===== src/rtl/btn_pkg.sv =====
// Shared types and defaults for the push-button conditioner.
// State encoding, default cycle counts and the press counter width.
package btn_pkg;

    typedef enum logic [1:0] {
        IDLE,
        PRESS_DB,
        HELD,
        RELEASE_DB
    } btn_state_t;

    localparam int DB_CYCLES_DEF     = 16;
    localparam int HOLD_CYCLES_DEF   = 256;
    localparam int REPEAT_CYCLES_DEF = 64;
    localparam int PRESS_CNT_W       = 8;

    // Bits needed to hold values 0..n-1, never less than one.
    function automatic int cnt_w(input int n);
        return (n < 2) ? 1 : $clog2(n);
    endfunction

endpackage


===== src/rtl/sync2.sv =====
// Two-flop synchroniser for a single asynchronous input.
// Both flops clear to 0 on synchronous active-high reset.
module sync2 (
    input  logic clk,
    input  logic rst,
    input  logic d,
    output logic q
);

    logic meta;

    // Shift the raw pin through two flops to settle metastability.
    always_ff @(posedge clk) begin
        if (rst) begin
            meta <= 1'b0;
            q    <= 1'b0;
        end else begin
            meta <= d;
            q    <= meta;
        end
    end

endmodule


===== src/rtl/btn_conditioner.sv =====
// Synchronise, debounce and pulse-encode the puzzle push-button.
// Define BTN_AUTOREPEAT_EN to add repeated presses while held.
module btn_conditioner
    import btn_pkg::*;
#(
    parameter int DB_CYCLES     = DB_CYCLES_DEF,
    parameter int HOLD_CYCLES   = HOLD_CYCLES_DEF,
    parameter int REPEAT_CYCLES = REPEAT_CYCLES_DEF
) (
    input  logic                   clk,
    input  logic                   rst,
    input  logic                   btn,
    output logic                   btn_level,
    output logic                   btn_press,
    output logic                   btn_release,
    output logic [PRESS_CNT_W-1:0] press_cnt
);

    localparam int DB_W = cnt_w(DB_CYCLES);
    localparam logic [DB_W-1:0] DB_LAST = DB_W'(DB_CYCLES - 1);

    if (DB_CYCLES < 2 || HOLD_CYCLES < 1 || REPEAT_CYCLES < 1) begin : g_bad_cfg
        $error("btn_conditioner: cycle counts out of range");
    end

    btn_state_t      state;
    logic [DB_W-1:0] db_cnt;
    logic            btn_s;

    sync2 u_sync (
        .clk (clk),
        .rst (rst),
        .d   (btn),
        .q   (btn_s)
    );

`ifdef BTN_AUTOREPEAT_EN
    localparam int RPT_MAX = (HOLD_CYCLES > REPEAT_CYCLES) ?
                             HOLD_CYCLES : REPEAT_CYCLES;
    localparam int RPT_W = cnt_w(RPT_MAX);
    localparam logic [RPT_W-1:0] HOLD_LAST = RPT_W'(HOLD_CYCLES - 1);
    localparam logic [RPT_W-1:0] RPT_LAST  = RPT_W'(REPEAT_CYCLES - 1);

    logic [RPT_W-1:0] rpt_cnt;
    logic             rpt_first;
    logic             rpt_fire;

    // A repeat only fires while the button is still seen held.
    assign rpt_fire = (state == HELD) && btn_s &&
                      (rpt_cnt == (rpt_first ? HOLD_LAST : RPT_LAST));

    // Repeat timer: runs in HELD, frozen in RELEASE_DB, cleared elsewhere.
    always_ff @(posedge clk) begin
        if (rst) begin
            rpt_cnt   <= '0;
            rpt_first <= 1'b1;
        end else if (state == HELD) begin
            if (btn_s) begin
                if (rpt_fire) begin
                    rpt_cnt   <= '0;
                    rpt_first <= 1'b0;
                end else begin
                    rpt_cnt <= rpt_cnt + RPT_W'(1);
                end
            end
        end else if (state != RELEASE_DB) begin
            rpt_cnt   <= '0;
            rpt_first <= 1'b1;
        end
    end
`endif

    // Debounce FSM with registered level and press/release pulses.
    always_ff @(posedge clk) begin
        if (rst) begin
            state       <= IDLE;
            db_cnt      <= '0;
            btn_level   <= 1'b0;
            btn_press   <= 1'b0;
            btn_release <= 1'b0;
        end else begin
            btn_press   <= 1'b0;
            btn_release <= 1'b0;
            unique case (state)
                IDLE: begin
                    if (btn_s) begin
                        state  <= PRESS_DB;
                        db_cnt <= DB_W'(1);
                    end else begin
                        db_cnt <= '0;
                    end
                end
                PRESS_DB: begin
                    if (!btn_s) begin
                        state  <= IDLE;
                        db_cnt <= '0;
                    end else if (db_cnt == DB_LAST) begin
                        state     <= HELD;
                        db_cnt    <= '0;
                        btn_level <= 1'b1;
                        btn_press <= 1'b1;
                    end else begin
                        db_cnt <= db_cnt + DB_W'(1);
                    end
                end
                HELD: begin
                    if (!btn_s) begin
                        state  <= RELEASE_DB;
                        db_cnt <= DB_W'(1);
                    end else begin
                        db_cnt <= '0;
`ifdef BTN_AUTOREPEAT_EN
                        btn_press <= rpt_fire;
`endif
                    end
                end
                RELEASE_DB: begin
                    if (btn_s) begin
                        state  <= HELD;
                        db_cnt <= '0;
                    end else if (db_cnt == DB_LAST) begin
                        state       <= IDLE;
                        db_cnt      <= '0;
                        btn_level   <= 1'b0;
                        btn_release <= 1'b1;
                    end else begin
                        db_cnt <= db_cnt + DB_W'(1);
                    end
                end
                default: begin
                    state  <= IDLE;
                    db_cnt <= '0;
                end
            endcase
        end
    end

    // Count every press pulse, wrapping naturally at the counter width.
    always_ff @(posedge clk) begin
        if (rst) begin
            press_cnt <= '0;
        end else if (btn_press) begin
            press_cnt <= press_cnt + PRESS_CNT_W'(1);
        end
    end

endmodule

===== config.mk =====
export PLATFORM = sky130hd
export DESIGN_NAME = btn_conditioner
export DESIGN_NICKNAME = d
export VERILOG_FILES = /design/src/rtl/btn_pkg.sv /design/src/rtl/sync2.sv /design/src/rtl/btn_conditioner.sv
export SDC_FILE = /design/constraint.sdc
export NUM_CORES = 1
export LEC_CHECK = 0
export BUFFER_PORTS_ARGS = -buffer_cell sky130_fd_sc_hd__clkbuf_2
export CORE_MARGIN = 2
export CORE_UTILIZATION = 33
export CTS_BUF_LIST = sky130_fd_sc_hd__clkbuf_4 sky130_fd_sc_hd__clkbuf_8
export CTS_CLUSTER_DIAMETER = 150
export DETAILED_ROUTE_END_ITERATION = 16
export PLACE_DENSITY_LB_ADDON = 0.05
export SLEW_MARGIN = 0
export SYNTH_ARGS = -nofsm -noshare
export SYNTH_HDL_FRONTEND = slang
export SYNTH_HIERARCHICAL = 1
export SYNTH_SLANG_ARGS = --single-unit

===== constraint.sdc =====
create_clock -name clk -period 1.45 [get_ports clk]
set_input_delay 0 -clock clk [delete_from_list [all_inputs] [get_ports clk]]
set_output_delay 0 -clock clk [all_outputs]
set_load 0.005 [all_outputs]

Word level (Yosys, flattened, before mapping)
Cells that the tools add are included.
W data, S select, Z words.
{"block": "op_classes", "addsub": 2, "n_eq_ne": 12, "n_mux": 19, "reduce_logical": 6, "n_bitwise": 3}
{"op": "$pmux W4 S4", "n": 1}
{"op": "$mux W2", "n": 6}
{"op": "$mux W4", "n": 3}
{"op": "$add A8 B1 Y8 const B", "n": 1}
{"op": "$ne A2 B2 Y1 const B", "n": 4}
{"op": "$pmux W2 S4", "n": 1}
{"op": "$mux W1", "n": 7}
{"op": "$reduce_or A3 Y1", "n": 2}
{"op": "$reduce_and A5 Y1", "n": 1}
{"op": "$add A4 B1 Y4 const B", "n": 1}
{"op": "$eq A2 B2 Y1 const B", "n": 2}
{"op": "$eq A4 B4 Y1 const B", "n": 1}
{"op": "$ne A2 B1 Y1 const B", "n": 2}
{"op": "$reduce_and A4 Y1", "n": 1}
{"op": "$ne A3 B2 Y1 const B", "n": 1}
{"op": "$ne A3 B3 Y1 const B", "n": 1}
{"op": "$not A1 Y1", "n": 3}
{"op": "$eq A2 B1 Y1 const B", "n": 1}
{"op": "$logic_not A2 Y1", "n": 1}
{"op": "$pmux W1 S2", "n": 1}
{"op": "$reduce_bool A2 Y1", "n": 1}
{"block": "totals", "out_inout_bits": 11, "in_bits": 3, "reg_bits": 19}

Depth between registers and ports, before layout
Gate-level depths: netlist (run 1).
{"block": "depth", "ltp_word": 4, "mapped_depth": 4, "depth_no_buf": 4}

Hierarchy
The synthesis (run 1) kept the hierarchy.
{"mod": "btn_conditioner", "n_inst": 1, "cells_per_inst": 77, "area_each_um2": 694.4}
{"mod": "sync2", "n_inst": 1, "cells_per_inst": 4, "area_each_um2": 52.6}

Worst setup path before layout (run 1)
OpenSTA, ideal clock, no wires.
{"block": "synth_timing", "path_type": "register to register", "startpoint": "register press_cnt[0]", "endpoint": "register press_cnt[6]", "period_less_slack_ps": 1159, "required_ps": 1379, "arrival_time_ps": 1088, "slack_ps": 291, "path_buffers": 0, "path_stages_with_launch": 5, "cell_sequence": "dfxtp_1 ha_1 nand3_1 or3_1 a21oi_1"}
{"block": "synth_between", "elab_chain_cells": 1}
{"item": "from (decl)", "line_no": "btn_conditioner.sv:16", "text": "output logic [PRESS_CNT_W-1:0] press_cnt"}
{"item": "from (signal assigned)", "line_no": "btn_conditioner.sv:143", "text": "press_cnt <= press_cnt + PRESS_CNT_W'(1);"}
{"item": "$add A8 B1 Y8", "line_no": "btn_conditioner.sv:143"}
Every way passes these cells.
A chain may end at the register's enable or synchronous reset.

Worst setup path after layout (run 1)
Ends and elaborated chain as after synthesis.

==> results of run 1 <==
per-stage QoR:
stage	cells	setup slack, ns	hold WS, ns
after detailed placement	122	0.199	0.221
after global routing	127	0.0906	0.131
after floorplan	81	0.291	0.0716
after global placement	122	0.235	0.221
after CTS	127	0.169	0.123
final	127	0.184	0.119
worst paths after layout:
| path | end | cells past startpoint |
|---|---|---|
| max | press_cnt[6]$_SDFFE_PP0P_ | 4 |
| min | register | 2 |
| max reg2reg | press_cnt[6]$_SDFFE_PP0P_ | 4 |
| min reg2reg | u_sync/q$_SDFF_PP0_ | 1 |
flip-flops by register name (all words and copies together) (netlist names), named ones only:
| signal | cells |
|---|---|
| btn_level | 1 |
| u_sync/q | 1 |
| db_cnt | 4 |
| u_sync/meta | 1 |
| state | 1 |
| btn_release | 1 |
| press_cnt | 8 |
| btn_press | 1 |
placed cells by master, fill, tap and decap left out, drive strengths merged:
| cell | instances |
|---|---|
| buf | 2 |
| or3 | 3 |
| a211o | 1 |
| o21ai | 5 |
| nand4 | 4 |
| nor2 | 8 |
| nor3 | 1 |
| a31oi | 1 |
| nor4 | 1 |
| inv | 4 |
| a21oi | 7 |
| and4 | 1 |
| nand3 | 4 |
| dlygate4sd3 | 1 |
| nand4b | 1 |
| dfxtp | 19 |
| clkbuf | 17 |
| a21o | 1 |
| nand2b | 3 |
| nand2 | 5 |
| nor2b | 2 |
| xnor2 | 2 |
| mux2i | 1 |
| ha | 2 |
| xor2 | 3 |
cell type report:
| cell class | count | area [um^2] | area share (%) |
|---|---|---|---|
| repair buffers | 16 | 90.1 | 10.1 |
| inverters | 4 | 15.0 | 1.69 |
| flip-flops and latches | 19 | 380 | 42.7 |
| well taps | 28 | 35.0 | 3.93 |
| clock buffers | 4 | 30.0 | 3.37 |
| multi-input cells | 56 | 340 | 38.2 |
where the power goes:
part	switching, mW	leakage, nW	internal (mW)
Clock	0.147	0.0184	0.125
Sequential	0.00455	0.154	0.528
Combinational	0.0133	0.172	0.0106
Total	0.165	0.344	0.664
Yosys cell counts (all sizes together):
cell type  number  share of area (%)
nor2b           2                1.7
nor4            1               0.84
buf             1                1.0
nand4b          1                1.2
xor2            3                3.5
and4            1                1.2
a21oi           7                4.7
a21o            1                1.0
nand2           5                2.5
or3             3                2.5
dfxtp          19                 51
nand2b          3                2.5
a31oi           1               0.84
ha              2                3.3
nor3            1               0.67
xnor2           2                2.3
nand4           4                4.2
o21ai           5                3.3
clkbuf          1               0.50
nor2            8                4.0
a211o           1                1.2
inv             4                2.0
mux2i           1                1.3
nand3           4                2.7
timing repair:
item,in CTS,in global routing
setup endpoints to repair,0,0
hold buffers,1,0
hold endpoints to repair,1,0
cells by family (layout without fill, tap and decap cells):
group / after synthesis / count (layout) / synth area share (%)
DFF: 19 / 19 / 50.9
buffers and inverters: 6 / 24 / 3.52
AOI/OAI and AO/OA: 15 / 15 / 11.1
adders and majority gates: 2 / 2 / 3.35
muxes: 1 / 1 / 1.34
xor gates and xnor gates: 5 / 5 / 5.86
and+or+nand+nor: 33 / 33 / 24.0
routing by layer:
layer / GRT usage (%) / vias up
met5: 0 / -
met4: 7.89 / 0
met3: 2.59 / 2
met2: 19.9 / 10
met1: 15.3 / 300
li1: - / 318
==> metrics.md, run 1 <==
| Metric | Value |
|---|---|
| Worst vdd ir | `0.564 mV` |
| Post-DP HPWL | `1030 um` |
| WL met3 | `59 um` |
| Worst R2R Setup Slack | `0.18 ns` |
| Routed Antenna Nets | `0` |
| Critical path class | `reg2reg` |
| Total Negative Setup Slacks | `0 ns` |
| Crit path DAT | `between 1 and 1.5 ns` |
| Routed wire length | `around 1400 um` |
| Share of layout cells above drive strength 1 | `20.2%` |
| Seq/Total Area, Yosys | `50.9%` |
| Max FO, Critical Path | `4` |
| Num Clock Sinks | `19` |
| Crit. End Element | `register` |
| RSZ-0062 raised after global routing | `no` |
| Crit path time final | `1.27 ns` |
| Worst Path Required | `1.67 ns` |
| Final period util | `just under 90%` |
| Slowest cell on crit path | `dfxtp_1` |
| Initial detailed-routing violation count | `3` |
| Pin count of the biggest net entering global routing | `17` |
| Post-layout net count | `around 110` |
| Power Total | `between 0.8 and 0.9 mW` |
| N_diodes | `0` |
| Port buffer count | `13` |
| Run status | `completed` |
| DRC viols | `0` |
| Max Cap Viol | `0` |
| Row Count | `17` |
| R2r startpoint | `press_cnt[0]$_SDFFE_PP0P_` |
| Slew headroom | `77.1%` |
| Clock Skew | `0.00367 ns` |
| Die Wd | `51.6 um` |
| First-pass GRT wire length | `around 2500 um` |
| TritonCTS Buffers | `3` |
| CTS max path bufs | `2` |
| Core area | `2170 um^2` |
| Synth warn | `6` |
| Worst path max stage delay | `0.42 ns` |
| Die area | `2660 um^2` |
| Vias post-DR | `630` |
| Grt total ovfl | `0` |
| Worst skew pair latency | `0.28 ns` |
| Max layer used | `met4` |
| Initial Util | `34.4%` |
| Worst slew pin tran | `0.344 ns` |
| Final Wtd Congestion | `0.671` |
| FILL cells | `around 240` |
| Syn_nets | `between 80 and 90` |
| WL met2 | `between 600 and 700 um` |
| Syn Inst Count | `81` |
| M1 WL | `between 600 and 700 um` |
| Post-CTS sizing | `0` |
| Synth Register Bits | `19` |
| Vias in the first global route | `between 500 and 600` |
| Cell family with most CP delay | `flip-flops` |
| Critical path, cell by cell | `ha_1 -> nand3_1 -> or3_1 -> a21oi_1` |
| FMAX | `790 MHz` |
| CTS tree | `yes` |
| # setup viols final | `0` |
| Crit path launch type | `register` |
| Type of the worst min-delay path | `in2reg` |
| HP Start | `rst` |
| Placed Area | `851 um^2` |
| Antenna violations before repair | `0` |
| Avg Cell Area, Syn | `just over 9 um^2` |
| Pre-Repair DR Iteration Count | `4` |
| Die height | `51.6 um` |
| Power per cell area | `between 900 and 1000 nW/um^2` |
| Fin. Hold Viols | `0` |
| Root buffer cell | `clkbuf_4` |
| Leak Pwr | `roughly 0.34 nW` |
| Worst-path clk slew | `0.10 ns` |
| GRT Overall Usage | `12.5%` |
| WP buf/inv | `0` |
| Post-Route Utilization | `41.1%` |
| Setup Buffers After CTS | `0` |
| Layout overhead on the synthesized area | `19.3%` |
| Final instance area | `891 um^2` |
| I/O pin total | `14` |
| Via density | `4.96` |
| Htree depth | `1` |
| Routed len/inst | `10.9 um` |
| Synth cell types | `25` |
| Synthesized area | `747 um^2` |
| Max Slew Vio Count | `0` |
| Worst setup startpoint | `press_cnt[0]$_SDFFE_PP0P_` |
(Power assumes the default switching activity.)
==> inputs of run 2 (changes only) <==
- CORE_MARGIN: 2 -> unset
- RECOVER_POWER: unset -> 50
==> run 2 against run 1 <==
Net effect: sequential share of layout area is 0.73 points higher; die area shrank 7.6%; sequential cell count unchanged; register-to-register slack better by 0.02 ns; combinational power barely moved; first-iteration DRC count increased by 67%; hold slack worse by 0.0076 ns; via count shrank 2.5%; total power fell by 0.53%; largest cell class unchanged.
==> metrics.md, run 2 (synthesis results as in run 1) <==
| Metric | Value |
|---|---|
| Largest Register | `press_cnt` |
| Worst Path Required | `1.68 ns (about the same)` |
| Leak Pwr | `0.325 nW (-5.7%)` |
| Max FO, Critical Path | `4 (unchanged)` |
| Combinational fraction of design power | `2.9% (about the same)` |
| Commonest non-fill, non-tap cell in the layout | `dfxtp_1` |
| Sequential share of power | `64.7% (+0.4 points)` |
| WP buf/inv | `0 (unchanged)` |
| Clock Skew | `0.00924 ns (+0.00557 ns)` |
| Core area | `2040 um^2 (-5.9%)` |
| Initial detailed-routing violation count | `5 (+2)` |
| Max reg flops | `8 (unchanged)` |
| Routed len/inst | `11.1 um (+2.1%)` |
| DRC viols | `0 (unchanged)` |
| GR Util met2 | `19.6% (-0.28 points)` |
| Fin. Hold Viols | `0 (unchanged)` |
| Slew headroom | `77.0% (-0.14 points)` |
| Final Wtd Congestion | `0.707 (+5.4%)` |
| Net switching power | `0.183 mW (+11%)` |
| Setup Buffers After CTS | `0 (unchanged)` |
| Worst path max stage delay | `0.42 ns (about the same)` |
| Crit. End Element | `register` |
| Critical path, cell by cell | `ha_1 -> nand3_1 -> or3_1 -> a21oi_1` |
| Num Clock Sinks | `19 (unchanged)` |
| Reg area | `380 um^2 (unchanged)` |
| Pin count of the biggest net entering global routing | `17 (unchanged)` |
| Die Wd | `49.6 um (-3.9%)` |
| Routed Antenna Nets | `0 (unchanged)` |
| N_diodes | `0 (unchanged)` |
| Cell family with most CP delay | `flip-flops` |
| Routed wire length | `1400 um (+1.3%)` |
| Crit path DAT | `1.47 ns (about the same)` |
| Port buffer count | `13 (unchanged)` |
| Antenna violations before repair | `0 (unchanged)` |
| Power per cell area | `941 nW/um^2 (+1.2%)` |
| CTS max path bufs | `2 (unchanged)` |
| Initial Util | `36.6% (+2.2 points)` |
| Slowest cell on crit path | `dfxtp_1` |
| Die height | `49.6 um (-3.9%)` |
| Grt total ovfl | `0 (unchanged)` |
| Type of the worst min-delay path | `in2reg` |
| I/O pin total | `14 (unchanged)` |
| Worst slew pin tran | `0.346 ns (+0.00210 ns)` |
| Biggest regs | `press_cnt (8), db_cnt (4)` |
| Fin Hold WS | `0.112 ns (-0.00763 ns)` |
| Critical path class | `reg2reg` |
| Clock network power share | `32.4% (-0.4 points)` |
| Worst vdd ir | `0.658 mV (+17%)` |
| Layout overhead on the synthesized area | `17.3%` |
| Worst skew pair latency | `0.30 ns (+0.02 ns)` |
| Max Cap Viol | `0 (unchanged)` |
| Switching part of the total | `22.2% (+2.3 points)` |
| Root buffer cell | `clkbuf_4` |
| FILL cells | `232 (-1.7%)` |
| Run status | `completed` |
| Htree depth | `1 (unchanged)` |
| Via density | `4.87 (-1.8%)` |
| Post-CTS sizing | `0 (unchanged)` |
| Post-layout net count | `105 (unchanged)` |
| FMAX | `802 MHz (+1.6%)` |
| Max Slew Vio Count | `0 (unchanged)` |
| Share of layout cells above drive strength 1 | `15.2% (-5.1 points)` |
| Die area | `2460 um^2 (-7.6%)` |
| Int Pwr | `0.642 mW (-3.4%)` |
| Vias post-DR | `614 (-2.5%)` |
| Routing usage on met3 | `6.48% (+3.9 points)` |
| # setup viols final | `0 (unchanged)` |
| Most frequent cells in the layout | `dfxtp_1, clkbuf_2, nor2_1, a21oi_1` |
| Pre-Repair DR Iteration Count | `4 (unchanged)` |
| Multi-input logic area | `340 um^2 (unchanged)` |
| Total Negative Setup Slacks | `0 ns (unchanged)` |
| TritonCTS Buffers | `3 (unchanged)` |
| Most crowded layer after global routing | `met2` |
| Post-DP HPWL | `1000 um (-3.2%)` |
| Row Count | `16 (-1)` |
| GR Util met1 | `16.1% (+0.81 points)` |
| First-pass GRT wire length | `2320 um (-5.9%)` |
| Crit path launch type | `register` |
| CTS tree | `yes` |
| Crit path time final | `1.25 ns (-0.0194 ns)` |
| Final period util | `85.9% (-1.3 points)` |
| RSZ-0062 raised after global routing | `no` |
| Vias in the first global route | `529 (-9.6%)` |
| Worst-path clk slew | `0.11 ns (about the same)` |
| GRT Overall Usage | `12.9% (+0.37 points)` |
-- run 2: cell count changes in the layout (fill, tap and decap cells not counted), sizes merged --
cell    change
buf         -2
clkbuf      +1
clkinv      +1
-- run 2: cell type report --
type	instances	area share, %
flip-flops and latches	19	43.4
multi-input cells	56	38.9
repair buffers	16	9.00
well taps	27	3.86
clock buffers	3	2.57
inverters	4	1.71
clock inverters	1	0.571
-- run 2: power groups by stage --
| stage | logic, mW | clock network, mW | registers [mW] |
|---|---|---|---|
| 3_3_place_gp | 0.0225 | 0 | 0.545 |
| 3_5_place_dp | 0.0224 | 0 | 0.545 |
| 6_report | 0.0241 | 0.267 | 0.533 |
| 2_1_floorplan | 0.0122 | 0 | 0.544 |
| 4_1_cts | 0.0245 | 0.280 | 0.533 |
| 5_1_grt | 0.0271 | 0.301 | 0.534 |
-- run 2: final timing paths --
check,from,to,slack [ns],cells after the start
worst max-delay path,press_cnt[0]$_SDFFE_PP0P_,press_cnt[6]$_SDFFE_PP0P_,0.20,4
worst min register to register,u_sync/meta$_SDFF_PP0_,u_sync/q$_SDFF_PP0_,0.45,1
worst max register to register,press_cnt[0]$_SDFFE_PP0P_,press_cnt[6]$_SDFFE_PP0P_,0.20,4
worst min-delay path,rst,u_sync/meta$_SDFF_PP0_,0.11,2
-- run 2: metrics by stage --
stage	area (um^2)	utilization, %	instances	setup slack, ns	total power [mW]
floorplan	747	-	81	0.291	0.556
CTS	887	43.4	126	0.204	0.838
detailed placement	850	41.6	121	0.241	0.567
finish	876	42.9	126	0.204	0.824
global placement	850	41.6	121	0.262	0.567
global route	876	42.9	126	0.130	0.862
-- run 2: layer usage --
metal / vias up / part of all wire (%)
li1: 319 / -
met1: 279 / 49
met2: 14 / 45
met3: 2 / 4.6
met4: 0 / 0.93
met5: - / 0
-- run 2: worst reg2reg max path: stages, from the launching register on --
cell and delay, ns:
dfxtp_1 0.42, ha_1 0.22, nand3_1 0.09, or3_1 0.31, a21oi_1 0.13
-- run 2: timing repair --
action                                  CTS  global route
endpoints found under the setup margin    0             0
endpoints found under the hold margin     1             0
hold buffers                              1             0
==> inputs of run 3 (changes only) <==
- GPL_TIMING_DRIVEN: unset -> 0
==> run 3 against run 2 <==
Net effect: core utilization is 1.2 points higher; die area is the same; first-iteration DRC count decreased by 20%; clock-buffer cell count is the same; setup slack improved by 0.0090 ns; sequential share of layout area is 1.1 points lower; clock power up 3%.
==> metrics.md, run 3 (synthesis results as in run 1) <==
| Metric | Value |
|---|---|
| Sequential share of power | `63.8% (-0.9 points)` |
| # setup viols final | `0 (unchanged)` |
| CTS tree | `yes` |
| HP Start | `u_sync/meta$_SDFF_PP0_` |
| Antenna violations before repair | `0 (unchanged)` |
| Worst Path Required | `1.68 ns (about the same)` |
| CTS max path bufs | `2 (unchanged)` |
| Net switching power | `0.190 mW (+3.9%)` |
| Pre-Repair DR Iteration Count | `2 (-2)` |
| Max Cap Viol | `0 (unchanged)` |
| Post-Layout Cell Count | `128 (+1.6%)` |
| Leak Pwr | `0.339 nW (+4.5%)` |
| RSZ-0062 raised after global routing | `no` |
| DRC viols | `0 (unchanged)` |
| Num Clock Sinks | `19 (unchanged)` |
| FMAX | `808 MHz (+0.73%)` |
| Row Count | `16 (unchanged)` |
| I/O pin total | `14 (unchanged)` |
| Max reg flops | `8 (unchanged)` |
| Port buffer count | `13 (unchanged)` |
| Max FO, Critical Path | `4 (unchanged)` |
| Layout overhead on the synthesized area | `20.4%` |
| Combinational fraction of design power | `3.3% (+0.4 points)` |
| Via density | `4.66 (-4.4%)` |
| Clock network power share | `32.9% (+0.5 points)` |
| Cell family with most CP delay | `flip-flops` |
| R2r endpoint | `press_cnt[6]$_SDFFE_PP0P_` |
| Placed cells | `121 (unchanged)` |
| Routed wire length | `1320 um (-5.4%)` |
| Reg area | `380 um^2 (unchanged)` |
| Crit path time final | `1.24 ns (-0.00899 ns)` |
| Critical path class | `reg2reg` |
| Routed len/inst | `10.3 um (-6.9%)` |
| Clock Skew | `0.0110 ns (+0.00173 ns)` |
| Placed Area | `846 um^2 (-0.44%)` |
| Hold Path Depth | `1 (-1)` |
| Post-DP HPWL | `936 um (-6.4%)` |
| Post-layout net count | `107 (+1.9%)` |
| Die area | `2460 um^2 (unchanged)` |
| Vias post-DR | `596 (-2.9%)` |
| Initial detailed-routing violation count | `4 (-1)` |
| Share of layout cells above drive strength 1 | `15.8% (+0.69 points)` |
| Final Wtd Congestion | `0.719 (+1.7%)` |
| Crit path launch type | `register` |
| Core area | `2040 um^2 (unchanged)` |
| Initial Util | `36.6% (unchanged)` |
| Worst vdd ir | `0.520 mV (-21%)` |
| Max Slew Vio Count | `0 (unchanged)` |
| Grt total ovfl | `0 (unchanged)` |
| FILL cells | `222 (-4.3%)` |
| Crit path DAT | `1.47 ns (about the same)` |
| TritonCTS Buffers | `3 (unchanged)` |
| Routed Antenna Nets | `0 (unchanged)` |
| Worst R2R Setup Slack | `0.21 ns (about the same)` |
| Worst-path clk slew | `0.12 ns (about the same)` |
| Die Wd | `49.6 um (unchanged)` |
| N_diodes | `0 (unchanged)` |
| Htree depth | `1 (unchanged)` |
| Final instance area | `900 um^2 (+2.7%)` |
| Fin Hold WS | `0.458 ns (+0.347 ns)` |
| Slew headroom | `70.6% (-6.3 points)` |
| Largest Register | `press_cnt` |
| Multi-input logic area | `340 um^2 (unchanged)` |
| R2r startpoint | `press_cnt[0]$_SDFFE_PP0P_` |
| Commonest non-fill, non-tap cell in the layout | `dfxtp_1` |
| Power per cell area | `929 nW/um^2 (-1.3%)` |
| Final period util | `85.3% (-0.62 points)` |
| Total Negative Setup Slacks | `0 ns (unchanged)` |
| Int Pwr | `0.645 mW (+0.59%)` |
| Type of the worst min-delay path | `reg2reg` |
| Most frequent cells in the layout | `dfxtp_1, clkbuf_2, nor2_1, a21oi_1` |
| Worst skew pair latency | `0.30 ns (about the same)` |
| Fin. Hold Viols | `0 (unchanged)` |
| First-pass GRT wire length | `2130 um (-8.3%)` |
| WP buf/inv | `0 (unchanged)` |
| WHS Endpoint | `u_sync/q$_SDFF_PP0_` |
| Worst slew pin tran | `0.441 ns (+0.0948 ns)` |
| R2R cell count | `4 (unchanged)` |
| Pin count of the biggest net entering global routing | `12 (-5)` |
| GRT Overall Usage | `11.5% (-1.3 points)` |
| Vias in the first global route | `520 (-1.7%)` |
| Worst path max stage delay | `0.42 ns (about the same)` |
| Biggest regs | `press_cnt (8), db_cnt (4)` |
| Crit. End Element | `register` |
| Setup Buffers After CTS | `0 (unchanged)` |
| Die height | `49.6 um (unchanged)` |
| Switching part of the total | `22.7% (+0.57 points)` |
| Root buffer cell | `clkbuf_4` |
| Run status | `completed` |
| Slowest cell on crit path | `dfxtp_1` |
| Critical path, cell by cell | `ha_1 -> nand3_1 -> or3_1 -> a21oi_1` |
-- run 3: layer usage --
metal / routed length (um) / global-route usage [%] / share of wire [%]
met4: 11 / 8.57 / 0.83
met5: 0 / 0 / 0
met2: 617 / 18.2 / 47
met3: 36 / 2.78 / 2.7
met1: 659 / 13.3 / 50
-- run 3: per-stage QoR --
stage	worst slack, ns	total power, mW	utilization [%]
floorplan	0.291	0.556	-
global placement	0.247	0.567	41.4
detailed placement	0.220	0.568	41.4
CTS	0.205	0.853	44.2
global route	0.120	0.871	44.1
finish	0.213	0.835	44.1
-- run 3: power groups by stage --
stage / Combinational [mW] / Sequential (mW) / Clock, mW
6_report: 0.0280 / 0.533 / 0.275
5_1_grt: 0.0310 / 0.534 / 0.306
4_1_cts: 0.0291 / 0.533 / 0.291
3_5_place_dp: 0.0228 / 0.545 / 0
3_3_place_gp: 0.0224 / 0.545 / 0
2_1_floorplan: 0.0122 / 0.544 / 0
-- run 3: what timing repair did --
item,CTS,global route
endpoints found under the hold margin,4,0
hold buffers,3,0
resized for setup,0,0
-- run 3: final cells by class --
cell class / instances / area share, %
plain buffers: 2 / 1.25
well taps: 27 / 3.76
multi-input cells: 56 / 37.8
flip-flops and latches: 19 / 42.3
clock inverters: 1 / 0.556
repair buffers: 16 / 10.2
inverters: 4 / 1.67
clock buffers: 3 / 2.50
-- run 3: how the worst max path moves through the flow --
stage,startpoint,to,slack [ns],depth (start not counted)
floorplan,press_cnt[0]$_SDFFE_PP0P_,press_cnt[6]$_SDFFE_PP0P_,0.29,4
global placement,press_cnt[0]$_SDFFE_PP0P_,press_cnt[6]$_SDFFE_PP0P_,0.25,4
detailed placement,db_cnt[0]$_SDFF_PP0_,btn_level$_SDFFE_PP0P_,0.22,4
CTS,db_cnt[0]$_SDFF_PP0_,btn_level$_SDFFE_PP0P_,0.21,4
global route,btn_press$_SDFF_PP0_,press_cnt[7]$_SDFFE_PP0P_,0.12,4
finish,press_cnt[0]$_SDFFE_PP0P_,press_cnt[6]$_SDFFE_PP0P_,0.21,4
